$ cat config.mk
export PLATFORM = sky130hd
export DESIGN_NAME = spi_flash_reader
export DESIGN_NICKNAME = d
export VERILOG_FILES = /design/src/rtl/spi_flash_reader.sv
export SDC_FILE = /design/constraint.sdc
export NUM_CORES = 1
export LEC_CHECK = 0
export CAP_MARGIN = 10
export CORE_AREA = 2 2 90 92
export CTS_CLUSTER_SIZE = 16
export DETAILED_ROUTE_END_ITERATION = 6
export DIE_AREA = 0 0 92 94
export GPL_TIMING_DRIVEN = 0
export PLACE_DENSITY_LB_ADDON = 0.1
export RECOVER_POWER = 100
export SYNTH_ARGS = -nofsm -noshare
export SYNTH_HDL_FRONTEND = slang
export SYNTH_SLANG_ARGS = --single-unit
export TNS_END_PERCENT = 50
$ cat constraint.sdc
create_clock -name wb_clk_i -period 3.4 [get_ports wb_clk_i]
set_clock_uncertainty 0.15 [all_clocks]
set_input_delay 0.68 -clock wb_clk_i [delete_from_list [all_inputs] [get_ports wb_clk_i]]
set_output_delay 0.68 -clock wb_clk_i [all_outputs]
set_load 0.02 [all_outputs]
$ cat src/rtl/spi_flash_reader.sv
// SPI mode-0 master issuing READ (0x03) + 24-bit address to the boot flash,
// streaming returned bytes through a single-register valid/ready port.
module spi_flash_reader #(
  parameter int CLK_DIV  = 2,
  parameter int CSB_IDLE = 4,
  parameter int LEN_W    = 16
) (
  input  logic             wb_clk_i,
  input  logic             wb_rst_i,
  input  logic             start,
  input  logic [23:0]      addr,
  input  logic [LEN_W-1:0] len,
  output logic             busy,
  output logic             done,
  output logic [7:0]       rd_data,
  output logic             rd_valid,
  input  logic             rd_ready,
  output logic             flash_csb,
  output logic             flash_clk,
  output logic             flash_io0,
  input  logic             flash_io1
);

  localparam int DW = (CLK_DIV > 1) ? $clog2(CLK_DIV) : 1;
  localparam int GW = (CSB_IDLE > 1) ? $clog2(CSB_IDLE) : 1;
  localparam logic [DW-1:0] DIV_LAST = DW'(CLK_DIV - 1);
  localparam logic [GW-1:0] GAP_LAST = GW'(CSB_IDLE - 1);

  typedef enum logic [2:0] {
    IDLE, CMD, ADDR, DATA, HOLD, FINISH, GAP
  } state_t;

  state_t           state_q, state_d;
  logic [DW-1:0]    div_q, div_d;
  logic [4:0]       bit_q, bit_d;
  logic [LEN_W-1:0] cnt_q, cnt_d;
  logic [31:0]      sho_q, sho_d;
  logic [6:0]       shi_q, shi_d;
  logic [GW-1:0]    gap_q, gap_d;
  logic             clk_q, clk_d;
  logic             csb_q, csb_d;
  logic             io0_q, io0_d;
  logic             busy_q, busy_d;
  logic             done_q, done_d;
  logic [7:0]       data_q, data_d;
  logic             valid_q, valid_d;
  logic             tick, rise_ok, rise;

  assign tick    = (div_q == DIV_LAST);
  // Output register can take a new byte this cycle
  assign rise_ok = ~valid_q | rd_ready;

  always_ff @(posedge wb_clk_i or posedge wb_rst_i) begin
    if (wb_rst_i) begin
      state_q <= IDLE;
      div_q   <= '0;
      bit_q   <= '0;
      cnt_q   <= '0;
      sho_q   <= '0;
      shi_q   <= '0;
      gap_q   <= GAP_LAST;
      clk_q   <= 1'b0;
      csb_q   <= 1'b1;
      io0_q   <= 1'b0;
      busy_q  <= 1'b0;
      done_q  <= 1'b0;
      data_q  <= '0;
      valid_q <= 1'b0;
    end else begin
      state_q <= state_d;
      div_q   <= div_d;
      bit_q   <= bit_d;
      cnt_q   <= cnt_d;
      sho_q   <= sho_d;
      shi_q   <= shi_d;
      gap_q   <= gap_d;
      clk_q   <= clk_d;
      csb_q   <= csb_d;
      io0_q   <= io0_d;
      busy_q  <= busy_d;
      done_q  <= done_d;
      data_q  <= data_d;
      valid_q <= valid_d;
    end
  end

  always_comb begin
    state_d = state_q;
    div_d   = div_q;
    bit_d   = bit_q;
    cnt_d   = cnt_q;
    sho_d   = sho_q;
    shi_d   = shi_q;
    gap_d   = gap_q;
    clk_d   = clk_q;
    csb_d   = csb_q;
    io0_d   = io0_q;
    busy_d  = busy_q;
    done_d  = 1'b0;
    data_d  = data_q;
    valid_d = valid_q & ~rd_ready;
    rise    = 1'b0;
    unique case (state_q)
      IDLE: begin
        if (start && !done_q) begin
          if (len != '0) begin
            cnt_d   = len;
            sho_d   = {8'h03, addr};
            io0_d   = 1'b0;
            bit_d   = '0;
            div_d   = '0;
            clk_d   = 1'b0;
            csb_d   = 1'b0;
            busy_d  = 1'b1;
            state_d = CMD;
          end else begin
            done_d = 1'b1;
          end
        end
      end
      CMD, ADDR: begin
        div_d = tick ? '0 : div_q + 1'b1;
        if (tick) begin
          if (!clk_q) begin
            clk_d = 1'b1;
          end else begin
            clk_d = 1'b0;
            bit_d = bit_q + 5'd1;
            sho_d = {sho_q[30:0], 1'b0};
            io0_d = sho_q[30];
            if (bit_q == 5'd7) state_d = ADDR;
            if (bit_q == 5'd31) begin
              io0_d   = 1'b0;
              state_d = DATA;
            end
          end
        end
      end
      DATA: begin
        div_d = tick ? '0 : div_q + 1'b1;
        if (tick) begin
          if (clk_q) begin
            clk_d = 1'b0;
          end else if (bit_q == 5'd7 && !rise_ok) begin
            // Park clock low until the output register drains
            state_d = HOLD;
            div_d   = div_q;
          end else begin
            rise = 1'b1;
          end
        end
      end
      HOLD: begin
        if (rise_ok) begin
          rise    = 1'b1;
          state_d = DATA;
          div_d   = '0;
        end
      end
      FINISH: begin
        if (clk_q) begin
          div_d = tick ? '0 : div_q + 1'b1;
          if (tick) clk_d = 1'b0;
        end else if (rise_ok) begin
          csb_d   = 1'b1;
          done_d  = 1'b1;
          busy_d  = 1'b0;
          gap_d   = '0;
          state_d = GAP;
        end
      end
      GAP: begin
        gap_d = gap_q + 1'b1;
        if (gap_q == GAP_LAST) state_d = IDLE;
      end
      default: state_d = IDLE;
    endcase
    if (rise) begin
      clk_d = 1'b1;
      shi_d = {shi_q[5:0], flash_io1};
      bit_d = bit_q + 5'd1;
      if (bit_q == 5'd7) begin
        bit_d   = '0;
        data_d  = {shi_q, flash_io1};
        valid_d = 1'b1;
        cnt_d   = cnt_q - LEN_W'(1);
        if (cnt_q == LEN_W'(1)) state_d = FINISH;
      end
    end
  end

  assign busy      = busy_q;
  assign done      = done_q;
  assign rd_data   = data_q;
  assign rd_valid  = valid_q;
  assign flash_csb = csb_q;
  assign flash_clk = clk_q;
  assign flash_io0 = io0_q;

endmodule

# After elaboration in Yosys (flattened, before gate mapping)
# Index checks and enable logic that the tools add are counted.
[word_totals]
register_bits = 79
input_bits = 45
out_inout_bits = 14
wordCells = 140
[classes]
add_sub_neg = 4
n_eq_ne = 23
muxes = 75
bitwise = 4
reduce_logical = 20
[op_table]
columns = ["cell", "n"]
rows = [
  ["2-to-1 mux 31 bit", 4],
  ["2-to-1 mux 16 bit", 5],
  ["one-hot mux 31 bit (2 select lines)", 1],
  ["2-to-1 mux 3 bit", 16],
  ["2-to-1 mux 1 bit", 31],
  ["2-to-1 mux 5 bit", 6],
  ["AND reduction 5 bit", 5],
  ["one-hot mux 3 bit (6 select lines)", 1],
  ["equality test 16 x 1 -> 1 bit, second input constant", 1],
  ["inequality test 2 bit, second input constant", 8],
  ["nonzero test 16 bit", 1],
  ["subtractor 16 x 1 -> 16 bit, second input constant", 1],
  ["inequality test 3 bit, second input constant", 5],
  ["one-hot mux 1 bit (2 select lines)", 5],
  ["one-hot mux 5 bit (2 select lines)", 1],
  ["nonzero test 5 bit", 2],
  ["equality test 3 bit, second input constant", 3],
  ["equality test 3 x 2 -> 1 bit, second input constant", 2],
  ["nonzero test 2 bit", 3],
  ["adder 5 x 1 -> 5 bit, second input constant", 1],
  ["equality test 5 x 3 -> 1 bit, second input constant", 1],
  ["equality test 5 bit, second input constant", 1],
  ["one-hot mux 1 bit (5 select lines)", 1],
  ["2-to-1 mux 2 bit", 2],
  ["other kinds (16)", 19],
]

# Logic depth before layout (Yosys ltp)
# Gate-level depths: netlist (run 1).
[logic_depth]
depth_word = 11
depth_mapped = 8

# Worst setup path after synthesis (run 1)
# No wires, ideal clock.
[synth_path]
path_kind = "input -> register"
startpoint = "input port rd_ready"
endpoint = "register cnt_q[10]"
setup_time_ns = 0.123
arrival_ns = 1.978
required_ns = 3.127
path_slack_ns = 1.150
cell_stages = 7
n_path_buf = 2
cell_sequence = "nor2b_1 buf_2 nor3_1 o21a_4 buf_12 mux2_1 o221a_2"
[synth_between]
elab_chain_cells = 8
elab_cells_between_ends = 9
[synth_rtl]
columns = ["element", "line_no", "rtl"]
rows = [
  ["start, declared", "17", "input logic rd_ready,"],
  ["bitwise OR 1 bit (*)", "51", "assign rise_ok = ~valid_q | rd_ready;"],
  ["zero test 1 bit", "144", "end else if (bit_q == 5'd7 && !rise_ok) begin"],
  ["logical AND 1 bit", "144", ""],
  ["2-to-1 mux 1 bit", "144", ""],
  ["2-to-1 mux 1 bit", "142", "if (clk_q) begin"],
  ["2-to-1 mux 1 bit", "141", "if (tick) begin"],
  ["one-hot mux 1 bit (2 select lines) (*)", "103", "unique case (state_q)"],
  ["2-to-1 mux 16 bit (*)", "178", "if (rise) begin"],
  ["net cnt_d[10]", "36", "logic [LEN_W-1:0] cnt_q, cnt_d;"],
  ["end signal, assigned", "73", "cnt_q <= cnt_d;"],
  ["end, declared", "36", ""],
]
# The timed path passes the listed nets; every way through them passes the cells marked *.
# A chain may end at the register's enable or synchronous reset.

# Final worst setup path (run 1)
# Ends and elaborated chain as after synthesis.

==> results of run 1 <==
worst paths after layout:
kind / start / end / slack, ps / cells past startpoint
max: rd_ready / cnt_q[10]$_DFF_PP0_ / 300 / 8
min: flash_csb$_DFFE_PP1P_ / flash_csb$_DFFE_PP1P_ / 310 / 2
max reg2reg: rd_valid$_DFF_PP0_ / cnt_q[10]$_DFF_PP0_ / 710 / 7
min reg2reg: flash_csb$_DFFE_PP1P_ / flash_csb$_DFFE_PP1P_ / 310 / 2
max in group asynchronous: wb_rst_i / gap_q[0]$_DFFE_PP1P_ / 1160 / 3
min in group asynchronous: wb_rst_i / rd_data[4]$_DFFE_PP0P_ / 1040 / 2
cells in the mapped netlist, drive strengths merged (2+ instances only):
master  count  area share
dfrtp      76        0.46
nand2      74       0.067
o21ai      39       0.047
mux2i      31       0.075
buf        18       0.032
nor3       18       0.022
a21oi      17       0.020
nor2       17       0.017
inv        15       0.014
mux2       13       0.035
nand3       8      0.0096
clkbuf      7      0.0063
nand2b      7       0.011
nor4        7       0.011
o22ai       7       0.011
nand4       6      0.0090
o221a       6       0.016
a22o        5       0.011
ha          5       0.015
and3        4      0.0060
a31o        3      0.0063
dfstp       3       0.019
nand3b      3      0.0054
nor2b       3      0.0045
nor3b       3      0.0054
o31ai       3      0.0054
o32ai       3      0.0063
and2        2      0.0030
o21a        2      0.0054
or3b        2      0.0048
tightest hold or removal path: stages, from the launching register on:
cell     delay [ps]
dfstp_2         370
nand2_1          50
nand2_1          50
sequential cells by signal, indices dropped and copies added (netlist names):
signal,count
rd_data,8
cnt_q,16
done,1
shi_q,7
rd_valid,1
sho_q,31
div_q,1
busy,1
gap_q,2
state_q,3
flash_io0,1
flash_csb,1
flash_clk,1
bit_q,5
power by group:
part | switching, µW | total [µW] | internal [µW]
Combinational | 36.1 | 91.5 | 55.3
Clock | 367 | 786 | 419
Sequential | 3.14 | 946 | 943
cells in the final DEF, fill, tap and decap left out, types with 9 or more instances in the layout:
| cell type | netlist | final |
|---|---|---|
| mux2i_1 | 31 | 31 |
| nand2_1 | 74 | 74 |
| mux2_2 | 10 | 10 |
| inv_1 | 15 | 14 |
| clkbuf_8 | 0 | 9 |
| dlygate4sd3_1 | 0 | 17 |
| a21oi_1 | 17 | 17 |
| clkbuf_1 | 7 | 13 |
| nor3_1 | 18 | 18 |
| clkdlybuf4s50_1 | 0 | 41 |
| dfrtp_1 | 76 | 76 |
| o21ai_0 | 33 | 38 |
| nor2_1 | 16 | 16 |
final cells by class:
cell class                 instances  area [µm²]  area share
sequential                        79        1980       0.390
multi-input combinational        309        1960       0.385
timing repair buffer              59         601       0.118
buffer                            25         136      0.0268
clock buffer                      10         128      0.0251
tap                              102         128      0.0251
clock inverter                     6        92.6      0.0182
inverter                          15        57.6      0.0113
layer usage:
metal	part of all wire	wire, µm
met4	0.0097	92
met5	0	0
met2	0.48	4560
met3	0.051	484
met1	0.46	4390
metrics by stage:
| stage | power (µW) | worst slack [ps] | hold WS [ps] | TNS (ps) | std cells |
|---|---|---|---|---|---|
| after global placement | 1050 | -746 | 297 | -56500 | 588 |
| after detailed placement | 1060 | 240 | 300 | 0 | 589 |
| final | 1820 | 301 | 310 | 0 | 605 |
| after floorplan | 990 | 552 | 283 | 0 | 428 |
| after global routing | 1890 | 222 | 332 | 0 | 605 |
| after CTS | 1840 | 593 | 314 | 0 | 605 |
kinds of logic after synthesis:
group | count (synthesis) | share of synthesized area
buf+inv | 40 | 0.0515
simple gates | 162 | 0.191
mux | 44 | 0.110
fa+ha+maj | 5 | 0.0151
compound gates | 96 | 0.152
xor+xnor | 2 | 0.00422
flops | 79 | 0.477
==> reports/metrics.csv, run 1 <==
stage;metric;value;unit
cts;cts_buffer_depth;2;
logic_synthesis;synth_area;0.00415;mm²
floorplan;initial_core_util;0.546;
timing;maxSlewHeadroom;-0.122;
detailed_routing;routed_wirelength;9530;µm
cts;clk_pin_slew;80;ps
logic_synthesis;synthDistinctLibCells;61;
grt;gr-usage-met2;0.362;
cts;cts-buffers-inserted;9;
critical_path;path_buf_inv;3;
floorplan;std_cell_rows;32;
grt;grt_max_degree;43;
cts;cts_setup_buffers;0;
layout;layout-drive-gt1-share;0.113;
critical_path;slowest_delay;540;ps
cts;cts.sinks;79;
critical_path;crit_family;buffers and inverters;
detailed_routing;first_pass_iters;5;
detailed_routing;avgRoutedWirePerCell;15.7;µm
timing;slew_violations;38;
critical_path;crit_path_cell_trace;dlygate4sd3_1 > nor2b_1 > clkbuf_1 > nor3_1 > o21a_4 > clkbuf_1 > mux2_1 > o221a_2;
detailed_routing;drtIter0Drc;210;
timing;fmax;0.323;GHz
detailed_routing;viasPerCell;5.80;
place;placed_cell_area;0.00488;mm²
logic_synthesis;synthArstFlopShare;1.00;
timing;fin_crit;3100;ps
logic_synthesis;syn_area_per_cell;9.70;µm²
logic_synthesis;synthFlopType;dfrtp_1;
run_status;status;finished with violations;
place;dp_hpwl;6770;µm
floorplan;dieArea;0.00865;mm²
detailed_routing;post-route-drc-count;0;
cts;h-tree-depth;3;
layout;synthToLayoutAreaGrowth;22.4;%
logic_synthesis;synth-seq-cells;79;
detailed_routing;num_vias;3509;
critical_path;cp.required;3490;ps
detailed_routing;ant_nets;0;
critical_path;crit_slowest_cell;dlygate4sd3_1;
timing;rsz0062_at_grt;false;
place;portBuffers;58;
timing;timing.final.hold_violations;0;
cts;insertion_delay;350;ps
critical_path;worst-path-max-fanout;10;
logic_synthesis;syn_nets;478;
cts;cts_tree;done;
layout;fin_area;0.00508;mm²
floorplan;io_pins;59;
power_and_ir_drop;vdd_drop_max;0.261;mV
critical_path;critPathLaunchType;input pin;
grt;grt_usage;0.230;
layout;n_fill_cell;615;
layout;final_core_util;0.668;
critical_path;crit_type;in -> reg;
cts;cts_hold_buf;0;
run_status;violations;max-capacitance violations, max-slew violations;
grt;grt_pass1_vias;3299;
timing;fin_crit_sh;0.911;
critical_path;cp.arrival;3190;ps
grt;grt_overflow_total;0;
place;gp_congestion;0.853;
power_and_ir_drop;power.leakage;0.00236;µW
timing;finalSetupViolations;0;
layout;nNetsFinal;548;
min_path;hold_class;reg -> reg;
cts;ctsResizeCount;0;
layout;antenna_cells;0;
grt;gr-max-usage-layer;met2;
floorplan;die_w;92;µm
power_and_ir_drop;power_density;359;mW/mm²
logic_synthesis;ys_warn_count;0;
grt;met1_usage;0.334;
floorplan;dieHeight;94;µm
job;maxCapViolations;1;
timing;worst_slew_pin_slew;1670;ps
grt;gr-usage-met3;0.0313;
logic_synthesis;ys_seq_area_frac;0.477;
critical_path;critical_path.endpoint_type;register;
grt;antenna_found_initial;0;
logic_synthesis;synth-edff-count;0;
logic_synthesis;syn_inst;428;
floorplan;core;0.00761;mm²
critical_path;critical_path.most_common_cell;clkbuf_1;
cts;cts-root-buf;clkbuf_8;
grt;grt_pass1_wl;15900;µm
Note: power is estimated with default switching activity, not from simulation.
==> inputs of run 2 (changes only) <==
--- a/config.mk
+++ b/config.mk
@@ -13,6 +13,7 @@
 export GPL_TIMING_DRIVEN = 0
 export PLACE_DENSITY_LB_ADDON = 0.1
 export RECOVER_POWER = 100
+export REMOVE_ABC_BUFFERS = 1
 export SYNTH_ARGS = -nofsm -noshare
 export SYNTH_HDL_FRONTEND = slang
 export SYNTH_SLANG_ARGS = --single-unit
==> run 2 against run 1 <==
Against the previous run:
- the run now ends clean
- wire length shrank 6.7%
- via count is 5.8% lower
- sequential share of layout area up 0.89 points
- die area is the same
- register-to-register slack lost 70 ps
- global-route usage fell by 0.91 points
- largest cell class unchanged
- combinational power fell by 1%
- final area is 2.2% lower
- fmax increased by 2.3%
- total power shrank 7.5%
==> reports/metrics.csv, run 2 (same netlist as run 1, synthesis figures left out) <==
stage;metric;value;unit;change
cts;h-tree-depth;3;;unchanged
cts;cts.sinks;79;;unchanged
layout;regMostFlops;sho_q;;
timing;worst_slew_pin_slew;1130;ps;-546 ps
power_and_ir_drop;p_sw;402;µW;-1.2%
floorplan;io_pins;59;;unchanged
grt;gr-usage-met3;0.0457;;+0.0144
timing;rsz0062_at_grt;false;;
timing;timing.final.hold_violations;0;;unchanged
detailed_routing;drtIter0Drc;174;;-17%
cts;cts_hold_buf;0;;unchanged
layout;final_common_cell;dfrtp_1;;
grt;antenna_found_initial;0;;unchanged
detailed_routing;viasPerCell;5.68;;-2.1%
timing;hold_ws;316;ps;+5.61 ps
detailed_routing;post-route-drc-count;0;;unchanged
grt;gr-max-usage-layer;met2;;
timing;fmax;0.330;GHz;+2.3%
grt;grt_pass1_wl;15200;µm;-4.7%
detailed_routing;num_vias;3305;;-5.8%
detailed_routing;avgRoutedWirePerCell;15.3;µm;-3.0%
timing;maxSlewHeadroom;0.244;;+0.366
power_and_ir_drop;power_density;340;mW/mm²;-5.3%
critical_path;worst-path-max-fanout;29;;+19
detailed_routing;routed_wirelength;8890;µm;-6.7%
cts;clk_pin_slew;80;ps;about the same
grt;gr-usage-met2;0.352;;-0.00980
critical_path;crit_slowest_cell;nor2b_1;;
detailed_routing;first_pass_iters;4;;-1
grt;grt_usage;0.221;;-0.00908
detailed_routing;ant_nets;0;;unchanged
power_and_ir_drop;p_clk_frac;0.386;;-0.045
critical_path;crit_family;simple AND/OR/NAND/NOR gates;;
timing;fin_crit;3030;ps;-68.9 ps
grt;grt_overflow_total;0;;unchanged
layout;antenna_cells;0;;unchanged
critical_path;slowest_delay;610;ps;+70 ps
critical_path;cp.arrival;3130;ps;-60 ps
power_and_ir_drop;p_seq_frac;0.561;;+0.042
cts;cts_tree;done;;
floorplan;dieArea;0.00865;mm²;unchanged
timing;fin_crit_sh;0.891;;-0.0203
place;portBuffers;58;;unchanged
floorplan;initial_core_util;0.546;;unchanged
layout;final_cell_mix;dfrtp_1, nand2_1, clkdlybuf4s50_1;;
layout;largest_reg_flops;31;;unchanged
power_and_ir_drop;p_total;1690;µW;-7.5%
critical_path;critical_path.endpoint_type;register;;
critical_path;crit_type;in -> reg;;
job;maxCapViolations;0;;-1
power_and_ir_drop;power.share.switching;0.238;;+0.0152
grt;met1_usage;0.294;;-0.0401
run_status;status;finished clean;;
critical_path;rrSetupSlack;640;ps;-70 ps
grt;grt_max_degree;57;;+33%
floorplan;core;0.00761;mm²;unchanged
min_path;hold_class;reg -> reg;;
timing;finalSetupViolations;0;;unchanged
power_and_ir_drop;vdd_drop_max;0.203;mV;-22%
layout;nNetsFinal;525;;-4.2%
power_and_ir_drop;p_int;1290;µW;-9.3%
cts;insertion_delay;360;ps;about the same
power_and_ir_drop;power.leakage;0.00231;µW;-2.1%
critical_path;path_buf_inv;1;;-2
power_and_ir_drop;combPwrFrac;0.054;;+0.004
grt;grt_pass1_vias;3305;;+0.18%
timing;slew_violations;0;;-100%
floorplan;dieHeight;94;µm;unchanged
layout;n_fill_cell;657;;+6.8%
critical_path;crit_path_cell_trace;dlygate4sd3_1 > nor2b_1 > nor3_1 > o21a_2 > mux2_1 > o221a_2;;
place;dp_hpwl;5950;µm;-12%
critical_path;critPathLaunchType;input pin;;
critical_path;cp.required;3500;ps;about the same
cts;cts_buffer_depth;2;;unchanged
floorplan;std_cell_rows;32;;unchanged
floorplan;die_w;92;µm;unchanged
cts;cts-buffers-inserted;9;;unchanged
cts;cts-root-buf;clkbuf_8;;
layout;synthToLayoutAreaGrowth;19.6;%;
layout;layout-drive-gt1-share;0.102;;-0.0112
place;gp_congestion;0.880;;+3.1%
[run 2: changes by cell type in the layout (fill, tap and decap cells not counted), sizes merged]
cell and change:
bufinv -2, clkinv +4, buf -11, clkbuf -12
inv -2
[run 2: final timing paths]
| path | startpoint | end | depth (start not counted) |
|---|---|---|---|
| hold reg to reg | flash_csb$_DFFE_PP1P_ | flash_csb$_DFFE_PP1P_ | 2 |
| min in group asynchronous | wb_rst_i | sho_q[4]$_DFFE_PP0P_ | 2 |
| max in group asynchronous | wb_rst_i | flash_csb$_DFFE_PP1P_ | 3 |
| setup reg to reg | state_q[2]$_DFF_PP0_ | cnt_q[6]$_DFF_PP0_ | 5 |
| setup / recovery | rd_ready | cnt_q[10]$_DFF_PP0_ | 6 |
| hold / removal | flash_csb$_DFFE_PP1P_ | flash_csb$_DFFE_PP1P_ | 2 |
[run 2: layer usage]
layer / up-vias / wire, µm
met5: - / 0
met4: 0 / 155
met3: 17 / 383
met2: 78 / 4230
met1: 1580 / 4120
li1: 1630 / -
[run 2: power by group through the flow]
stage                     clock network [µW]  logic, µW  registers, µW
after global routing                     712       99.9            947
after floorplan                            0       26.7            964
after detailed placement                   0       93.4            965
final                                    651       90.3            946
after CTS                                675       93.6            946
after global placement                     0       87.8            964
[run 2: repair_timing]
item / in CTS / in global routing
endpoints found under the setup margin: 0 / 1
setup buffers: 0 / 0
gates resized for setup: 0 / 1
[run 2: metrics by stage]
| stage | setup slack [ps] | setup TNS, ps | cells | instance area (µm²) | util |
|---|---|---|---|---|---|
| after global routing | 150 | 0 | 582 | 4970 | 0.653 |
| after detailed placement | -108 | -654 | 566 | 4790 | 0.630 |
| after global placement | -2270 | -146070 | 563 | 4700 | 0.618 |
| after CTS | 278 | 0 | 582 | 4970 | 0.654 |
| after floorplan | -672 | -21970 | 403 | 4000 | - |
| final | 370 | 0 | 582 | 4970 | 0.653 |
[run 2: final cells by class]
type	instances	area (µm²)	share of cell area
flip-flops and latches	79	1980	0.399
multi-input cells	309	1970	0.396
repair buffers	61	651	0.131
clock buffers	10	138	0.0277
well taps	102	128	0.0257
inverters	15	57.6	0.0116
clock inverters	6	46.3	0.00932
[run 2: worst min-delay path: stages, from the launching register on]
cell and delay, ps:
dfstp_2 370, nand2_1 50, nand2_1 50
